### config.mk
export PLATFORM = sky130hd
export DESIGN_NAME = uart_cmd_rx_flat
export DESIGN_NICKNAME = d
export VERILOG_FILES = /design/src/rtl/uart_cmd_rx_if.sv /design/src/rtl/uart_cmd_rx.sv /design/src/flat_wrapper.sv
export SDC_FILE = /design/constraint.sdc
export NUM_CORES = 1
export LEC_CHECK = 0
export CAP_MARGIN = 15
export CORE_MARGIN = 1.5
export CORE_UTILIZATION = 50
export CTS_CLUSTER_SIZE = 16
export DETAILED_ROUTE_END_ITERATION = 10
export GPL_ROUTABILITY_DRIVEN = 0
export PLACE_DENSITY = 0.73
export SETUP_SLACK_MARGIN = 0.3
export SLEW_MARGIN = 10
export SYNTH_ARGS = -nofsm -noshare
export SYNTH_HDL_FRONTEND = slang
export SYNTH_SLANG_ARGS = --single-unit
### constraint.sdc
create_clock -name clk -period 5.72 [get_ports clk]
set_input_delay 1.43 -clock clk [delete_from_list [all_inputs] [get_ports clk]]
set_output_delay 1.43 -clock clk [all_outputs]
set_load 0.005 [all_outputs]
### src/rtl/uart_cmd_rx_if.sv
// Byte-in / command-out bundle for uart_cmd_rx. The block sits on the slave side.
interface uart_cmd_rx_if #(
  parameter int unsigned DP_WIDTH = 8
);
  logic [7:0]          i_rx_data;
  logic                i_rx_valid;
  logic [DP_WIDTH-1:0] o_cmd_data;
  logic [1:0]          o_cmd_reg;
  logic                o_cmd_valid;
  logic                i_cmd_rdy;
  logic                o_cmd_err;
  logic                o_rx_drop;
  logic                o_busy;

  modport master (
    output i_rx_data, i_rx_valid, i_cmd_rdy,
    input  o_cmd_data, o_cmd_reg, o_cmd_valid, o_cmd_err, o_rx_drop, o_busy
  );

  modport slave (
    input  i_rx_data, i_rx_valid, i_cmd_rdy,
    output o_cmd_data, o_cmd_reg, o_cmd_valid, o_cmd_err, o_rx_drop, o_busy
  );
endinterface

### src/rtl/uart_cmd_rx.sv
// Parses "W<reg>:<hex digits><CR|LF>" byte streams into register-write commands
// and holds each command until the consumer accepts it.
module uart_cmd_rx #(
  parameter int unsigned DP_WIDTH = 8,
  parameter int unsigned NUM_NIB  = DP_WIDTH / 4
) (
  input  logic         clk,
  input  logic         rst,
  uart_cmd_rx_if.slave bus_io
);
  localparam int unsigned CntW = $clog2(NUM_NIB + 1);

  typedef enum logic [2:0] {StIdle, StReg, StColon, StNib, StTerm, StHold} state_e;

  state_e              state_q, state_d;
  logic [1:0]          reg_q, reg_d;
  logic [DP_WIDTH-1:0] shift_q, shift_d;
  logic [CntW-1:0]     cnt_q, cnt_d;
  logic [DP_WIDTH-1:0] data_q, data_d;
  logic [1:0]          creg_q, creg_d;
  logic                err_q, err_d;
  logic                drop_q, drop_d;

  logic [7:0] b;
  logic       is_w, is_term, is_digit, is_hex, bad;
  logic [3:0] nib;

  assign b        = bus_io.i_rx_data;
  assign is_w     = (b == "W") || (b == "w");
  assign is_term  = (b == 8'h0d) || (b == 8'h0a);
  assign is_digit = (b >= "0") && (b <= "3");

  // Letters map via their low nibble: 'A'/'a' = 1, plus 9 gives 10.
  always_comb begin
    is_hex = 1'b0;
    nib    = 4'd0;
    if (b >= "0" && b <= "9") begin
      is_hex = 1'b1;
      nib    = b[3:0];
    end else if ((b >= "A" && b <= "F") || (b >= "a" && b <= "f")) begin
      is_hex = 1'b1;
      nib    = b[3:0] + 4'd9;
    end
  end

  always_comb begin
    state_d = state_q;
    reg_d   = reg_q;
    shift_d = shift_q;
    cnt_d   = cnt_q;
    data_d  = data_q;
    creg_d  = creg_q;
    err_d   = 1'b0;
    drop_d  = 1'b0;
    bad     = 1'b0;
    unique case (state_q)
      StIdle: begin
        if (bus_io.i_rx_valid && is_w) state_d = StReg;
      end
      StReg: begin
        if (bus_io.i_rx_valid) begin
          if (is_digit) begin
            reg_d   = b[1:0];
            state_d = StColon;
          end else begin
            bad = 1'b1;
          end
        end
      end
      StColon: begin
        if (bus_io.i_rx_valid) begin
          if (b == ":") begin
            cnt_d   = '0;
            state_d = StNib;
          end else begin
            bad = 1'b1;
          end
        end
      end
      StNib: begin
        if (bus_io.i_rx_valid) begin
          if (is_hex) begin
            shift_d = (shift_q << 4) | DP_WIDTH'(nib);
            cnt_d   = cnt_q + 1'b1;
            if (cnt_q == CntW'(NUM_NIB - 1)) state_d = StTerm;
          end else begin
            bad = 1'b1;
          end
        end
      end
      StTerm: begin
        if (bus_io.i_rx_valid) begin
          if (is_term) begin
            data_d  = shift_q;
            creg_d  = reg_q;
            state_d = StHold;
          end else begin
            bad = 1'b1;
          end
        end
      end
      StHold: begin
        // Bytes are dropped even on the accepting edge.
        drop_d = bus_io.i_rx_valid;
        if (bus_io.i_cmd_rdy) state_d = StIdle;
      end
      default: state_d = StIdle;
    endcase
    if (bad) begin
      err_d   = 1'b1;
      state_d = is_w ? StReg : StIdle;
    end
  end

  always_ff @(posedge clk or negedge rst) begin
    if (!rst) begin
      state_q <= StIdle;
      reg_q   <= '0;
      shift_q <= '0;
      cnt_q   <= '0;
      data_q  <= '0;
      creg_q  <= '0;
      err_q   <= 1'b0;
      drop_q  <= 1'b0;
    end else begin
      state_q <= state_d;
      reg_q   <= reg_d;
      shift_q <= shift_d;
      cnt_q   <= cnt_d;
      data_q  <= data_d;
      creg_q  <= creg_d;
      err_q   <= err_d;
      drop_q  <= drop_d;
    end
  end

  assign bus_io.o_cmd_data  = data_q;
  assign bus_io.o_cmd_reg   = creg_q;
  assign bus_io.o_cmd_valid = (state_q == StHold);
  assign bus_io.o_cmd_err   = err_q;
  assign bus_io.o_rx_drop   = drop_q;
  assign bus_io.o_busy      = (state_q != StIdle);
endmodule

### src/flat_wrapper.sv
// flat-port wrapper written by rule: the top's interface ports become plain ports
module uart_cmd_rx_flat 
#(
  parameter int unsigned DP_WIDTH = 8,
  parameter int unsigned NUM_NIB  = DP_WIDTH / 4
)
  (clk, rst, bus_io_i_rx_data, bus_io_i_rx_valid, bus_io_i_cmd_rdy, bus_io_o_cmd_data, bus_io_o_cmd_reg, bus_io_o_cmd_valid, bus_io_o_cmd_err, bus_io_o_rx_drop, bus_io_o_busy);
  uart_cmd_rx_if #(.DP_WIDTH(DP_WIDTH)) bus_io_i ();
  input  logic clk;
  input  logic rst;
  input wire logic [$bits(bus_io_i.i_rx_data)-1:0] bus_io_i_rx_data;
  input wire logic [$bits(bus_io_i.i_rx_valid)-1:0] bus_io_i_rx_valid;
  input wire logic [$bits(bus_io_i.i_cmd_rdy)-1:0] bus_io_i_cmd_rdy;
  output wire logic [$bits(bus_io_i.o_cmd_data)-1:0] bus_io_o_cmd_data;
  output wire logic [$bits(bus_io_i.o_cmd_reg)-1:0] bus_io_o_cmd_reg;
  output wire logic [$bits(bus_io_i.o_cmd_valid)-1:0] bus_io_o_cmd_valid;
  output wire logic [$bits(bus_io_i.o_cmd_err)-1:0] bus_io_o_cmd_err;
  output wire logic [$bits(bus_io_i.o_rx_drop)-1:0] bus_io_o_rx_drop;
  output wire logic [$bits(bus_io_i.o_busy)-1:0] bus_io_o_busy;
  assign bus_io_i.i_rx_data = bus_io_i_rx_data;
  assign bus_io_i.i_rx_valid = bus_io_i_rx_valid;
  assign bus_io_i.i_cmd_rdy = bus_io_i_cmd_rdy;
  assign bus_io_o_cmd_data = bus_io_i.o_cmd_data;
  assign bus_io_o_cmd_reg = bus_io_i.o_cmd_reg;
  assign bus_io_o_cmd_valid = bus_io_i.o_cmd_valid;
  assign bus_io_o_cmd_err = bus_io_i.o_cmd_err;
  assign bus_io_o_rx_drop = bus_io_i.o_rx_drop;
  assign bus_io_o_busy = bus_io_i.o_busy;
  uart_cmd_rx #(.DP_WIDTH(DP_WIDTH), .NUM_NIB(NUM_NIB)) u_core (.clk(clk), .rst(rst), .bus_io(bus_io_i));
endmodule
After elaboration in Yosys (flattened, before gate mapping):

Index checks and enable logic that the tools add are counted.

* output and inout bits: 14
* logic and storage cells: 94
* register bits after elaboration: 27

* reductions and logical operators: 16
* equal/unequal tests: 26
* order comparisons: 7
* multiplexer cells: 34
* add/subtract/negate cells: 2
* bitwise logic cells: 1

Operator list (count)
* $mux 3: 12
* $ne 3x1->1 const B: 6
* $pmux 3 s6: 1
* $eq 8x4->1 const B: 2
* $eq 8x7->1 const B: 2
* $ge 8x7->1 const B: 2
* $le 8x6->1 const B: 2
* $le 8x7->1 const B: 2
* $ne 3x2->1 const B: 5
* $mux 1: 13
* $reduce_and 11->1: 1
* $reduce_and 3->1: 3
* $eq 8x6->1 const B: 1
* $ge 8x6->1 const B: 1
* $mux 2: 4
* $mux 4: 2
* $or 8x4->8: 1
* $eq 3x2->1 const B: 2
* $eq 3x3->1 const B: 2
* $logic_and 1x1->1: 5
* $reduce_and 5->1: 1
* $add 4x4->4 const B: 1
* $ne 2x1->1 const B: 2
* $ne 2x2->1 const B: 2
* other kinds (9): 11

Longest topological paths before layout:

* word-level depth: 10
* depth in mapped cells: 9
* depth with buffers taken out: 8

Least setup slack after synthesis:

No wires, ideal clock.

* path kind: input -> register
* start point: input port bus_io_i_rx_data[0]
* end point: register u_core.state_q[1]
* setup time: 118 ps
* required time: 5602 ps
* path slack: 2459 ps
* stages: 8
* arrival time: 3143 ps
* path through: inv_1 ha_1 o21bai_2 a21boi_4 or4_4 a2111oi_4 a21oi_2 a21o_1

* word-level cells in the longest chain between the ends: 10
* elaborated cells between the ends (all ways): 44
* classes of those cells: order compare (7); eq/ne (16); mux (12); reduce/logical (9)

Ends and longest elaborated chain
* start: declaration: RTL line flat_wrapper.sv:11 `input wire logic [$bits(bus_io_i.i_rx_data)-1:0] bus_io_i_rx_data;`
* $ge 8x7->1 or $le 8x7->1 (tied branches): RTL line uart_cmd_rx.sv:40 `end else if ((b >= "A" && b <= "F") || (b >= "a" && b <= "f")) begin`
* $logic_and 1x1->1: RTL line uart_cmd_rx.sv:40
* $logic_or 1x1->1: RTL line uart_cmd_rx.sv:40
* $mux 1: RTL line uart_cmd_rx.sv:40
* $mux 1: RTL line uart_cmd_rx.sv:37 `if (b >= "0" && b <= "9") begin`
* $mux 1: RTL line uart_cmd_rx.sv:82 `if (is_hex) begin`
* $mux 1: RTL line uart_cmd_rx.sv:81 `if (bus_io.i_rx_valid) begin`
* $pmux 1 s4 *: RTL line uart_cmd_rx.sv:56 `unique case (state_q)`
* net u_core.bad: RTL line uart_cmd_rx.sv:25 `logic is_w, is_term, is_digit, is_hex, bad;`
* $ne 3x1->1 (no source line) or $ne 3x2->1 (tied branches)
* $reduce_and 11->1 (no source line)
* end signal: assignment: RTL line uart_cmd_rx.sv:117 `state_q <= StIdle;`
* end signal: assignment: RTL line uart_cmd_rx.sv:126 `state_q <= state_d;`
* end: declaration: RTL line uart_cmd_rx.sv:15 `state_e state_q, state_d;`

The timed path passes the listed nets; every way through them passes the cells marked *.
A chain may end at the register's enable or synchronous reset.

Worst setup path after layout:

Ends and elaborated chain as after synthesis.

==> impl_metrics.ini <==
[critical_path]
r2r_setup_slack_ns = 3.47
cp_slowest_stage_delay_ns = 0.57
reg2reg_depth = 4
startpoint_type = input pin
worstPathMaxFanout = 7
r2r-start = u_core.state_q[2]$_DFFE_PN0P_
worstPathRequired_ns = 5.96
endpoint = u_core.state_q[1]$_DFFE_PN0P_
cpLargestDelayFamily = compound AO/OA/AOI/OAI gates
crit_start = bus_io_i_rx_data[0]
slowest_stage = clkdlybuf4s50_1
crit_arrival_ns = 3.97
timing.rr.end = u_core.bus_io.o_cmd_reg[0]$_DFFE_PN0P_
crit_chain = clkdlybuf4s50_1, inv_1, ha_1, o21bai_2, a21boi_4, or4_4, a2111oi_4, a21oi_2, a21o_1
worstSetupPathType = in2reg
critical_path_buf_inv_count = 2
cp-end-kind = register
cp.depth = 9

[clock_network]
cts_resized = 0
cts_root_buf = clkbuf_4
post_cts_buffers = 0
cts_buffers = 3
cts.path.max_buffers = 2
path_clk_slew_ns = 0.15
cts.sinks = 27
htree_levels = 1
clk_latency_ns = 0.32
cts_tree = yes
cts_hold_buffers = 0

[floorplan]
die_h_um = 58.2
pin_count = 26
die_w_um = 58.2
die_area_um2 = 3380
core-area_um2 = 2830
start_util = 0.538
rows = 19

[sta]
fin_setup_tns_ns = 0
finalHoldViolCount = 0
fin_worst_skew_ns = 0.0146
finalMaxSlewViolations = 0
tightest_slew_ns = 0.599
fmax_mhz = 268
slew_headroom = 0.600
finalCritPeriodShare = 0.652
rsz0062_at_grt = no
final-setup-viol-count = 0
fin_crit_ns = 3.73

[placement]
dp_hpwl_um = 2130
placed_area_um2 = 1770
io_buffers = 25

[logic_synthesis]
syn_avg_cell_area_um2 = 11.1
synth.distinct_cells = 48
synthCells = 137
synth-seq-cells = 27
synth_common_cells = dfrtp_1, mux2_1, nor2_1, nand2_1, a21oi_1
synth_top_area_share = 0.444
async_reset_ff_frac = 1.00
synth.most_common_cell = dfrtp_1
synth_edf_count = 0
synth.area.top_cells = dfrtp_1, mux2_1, ha_1, nor2_1, a21oi_1
synth_top_cell_by_area = dfrtp_1
yosysSeqAreaShare = 0.444
synth_warnings = 0
netlist_area_um2 = 1520
syn_nets = 154
synthFlopType = dfrtp_1

[power]
design_power_total_w = 0.000493
leakagePower_nw = 0.806
p_per_area_nw_per_um2 = 275
peakVddDrop_v = 0.000217

[detailed_routing]
dr.pass1.iters = 6
vias_per_cell = 5.90
ant_nets = 0
route.detailed.drc = 0
routed_wl_um = 2730
detail_route.wl_per_cell_um = 14.4
dr.first_iter.drc_count = 43
routed-via-count = 1121

[min_path]
hp-class = reg2reg

[global_routing]
grt_pass1_wl_um = 4660
grt_overflow = 0
grt_max_degree = 28
antenna_found_initial = 0
grt_usage = 0.182
grt_pass1_vias = 1046

[layout]
layout.nets = 177
drive_above_1_share = 0.107
diodes = 0
finalInstanceArea_um2 = 1790
area_delta_synth_final_pct = 17.7

[job]
max-cap-violations = 0

[run_status]
status = finished, final reports clean
[final cells by class]
cell class | count | area [um2]
clock inverter | 1 | 5.00
fill | 248 | 1040
tap | 31 | 38.8
clock buffer | 3 | 22.5
sequential | 27 | 676
timing repair buffer | 25 | 245
inverter | 6 | 22.5
multi-input combinational | 97 | 781
[logic make-up (layout without fill, tap and decap cells)]
family,Yosys count,in the layout,share of synthesized area
fa+ha+maj,5,5,0.0411
flops,27,27,0.444
mux,17,17,0.125
buf+inv,13,35,0.0428
compound gates,29,29,0.154
xor+xnor,3,3,0.0173
simple gates,43,43,0.176
[cell usage in the layout (no fill, tap or decap), types with 2 or more instances in the layout]
cell type | netlist | routed
ha_1 | 5 | 5
nor2_1 | 11 | 11
nor3_1 | 2 | 2
o21ai_1 | 3 | 3
a21oi_1 | 6 | 6
mux2_1 | 16 | 16
and4b_1 | 2 | 2
nor3b_1 | 2 | 2
xnor2_1 | 3 | 3
clkdlybuf4s50_1 | 0 | 24
a31oi_1 | 2 | 2
nand4_1 | 2 | 2
dfrtp_1 | 27 | 27
nand2_1 | 7 | 7
clkbuf_4 | 0 | 3
o21ai_0 | 4 | 4
inv_1 | 5 | 5
or3b_2 | 2 | 2
nor2b_1 | 2 | 2
nand3_1 | 3 | 3
[worst min path at each step]
stage                                   from                                 endpoint  slack [ns]  depth (start not counted)
2_1_floorplan    u_core.reg_q[0]$_DFFE_PN0P_              u_core.reg_q[0]$_DFFE_PN0P_        0.44                          2
3_3_place_gp     u_core.reg_q[0]$_DFFE_PN0P_              u_core.reg_q[0]$_DFFE_PN0P_        0.47                          2
3_5_place_dp   u_core.shift_q[5]$_DFFE_PN0P_  u_core.bus_io.o_cmd_data[5]$_DFFE_PN0P_        0.47                          1
4_1_cts        u_core.shift_q[5]$_DFFE_PN0P_  u_core.bus_io.o_cmd_data[5]$_DFFE_PN0P_        0.50                          1
5_1_grt        u_core.shift_q[5]$_DFFE_PN0P_            u_core.shift_q[5]$_DFFE_PN0P_        0.52                          1
6_report       u_core.shift_q[5]$_DFFE_PN0P_  u_core.bus_io.o_cmd_data[5]$_DFFE_PN0P_        0.50                          1
[metrics by stage]
| step | util | hold slack, ns | setup slack [ns] | instances |
|---|---|---|---|---|
| 2_1_floorplan | - | 0.443 | 2.46 | 137 |
| 5_1_grt | 0.633 | 0.519 | 1.85 | 190 |
| 3_5_place_dp | 0.625 | 0.469 | 1.66 | 186 |
| 3_3_place_gp | 0.625 | 0.467 | 1.66 | 186 |
| 4_1_cts | 0.635 | 0.502 | 2.01 | 190 |
| 6_report | 0.633 | 0.499 | 1.99 | 190 |
[layer usage]
| metal | routed length, um | vias up | global-route usage |
|---|---|---|---|
| met2 | 1280 | 38 | 0.284 |
| met4 | 60 | 0 | 0.0930 |
| met3 | 154 | 6 | 0.0201 |
| met1 | 1230 | 533 | 0.249 |
| li1 | - | 544 | - |
| met5 | 0 | - | 0 |
[report_power, final]
part / leakage (nW) / switching (W) / internal (W)
combinational: 0.419 / 0.0000861 / 0.0000777
clock: 0.0177 / 0.0000551 / 0.0000262
sequential: 0.369 / 0.0000291 / 0.000219
total: 0.806 / 0.000170 / 0.000323
No activity file was read; power rests on OpenSTA's default activity.
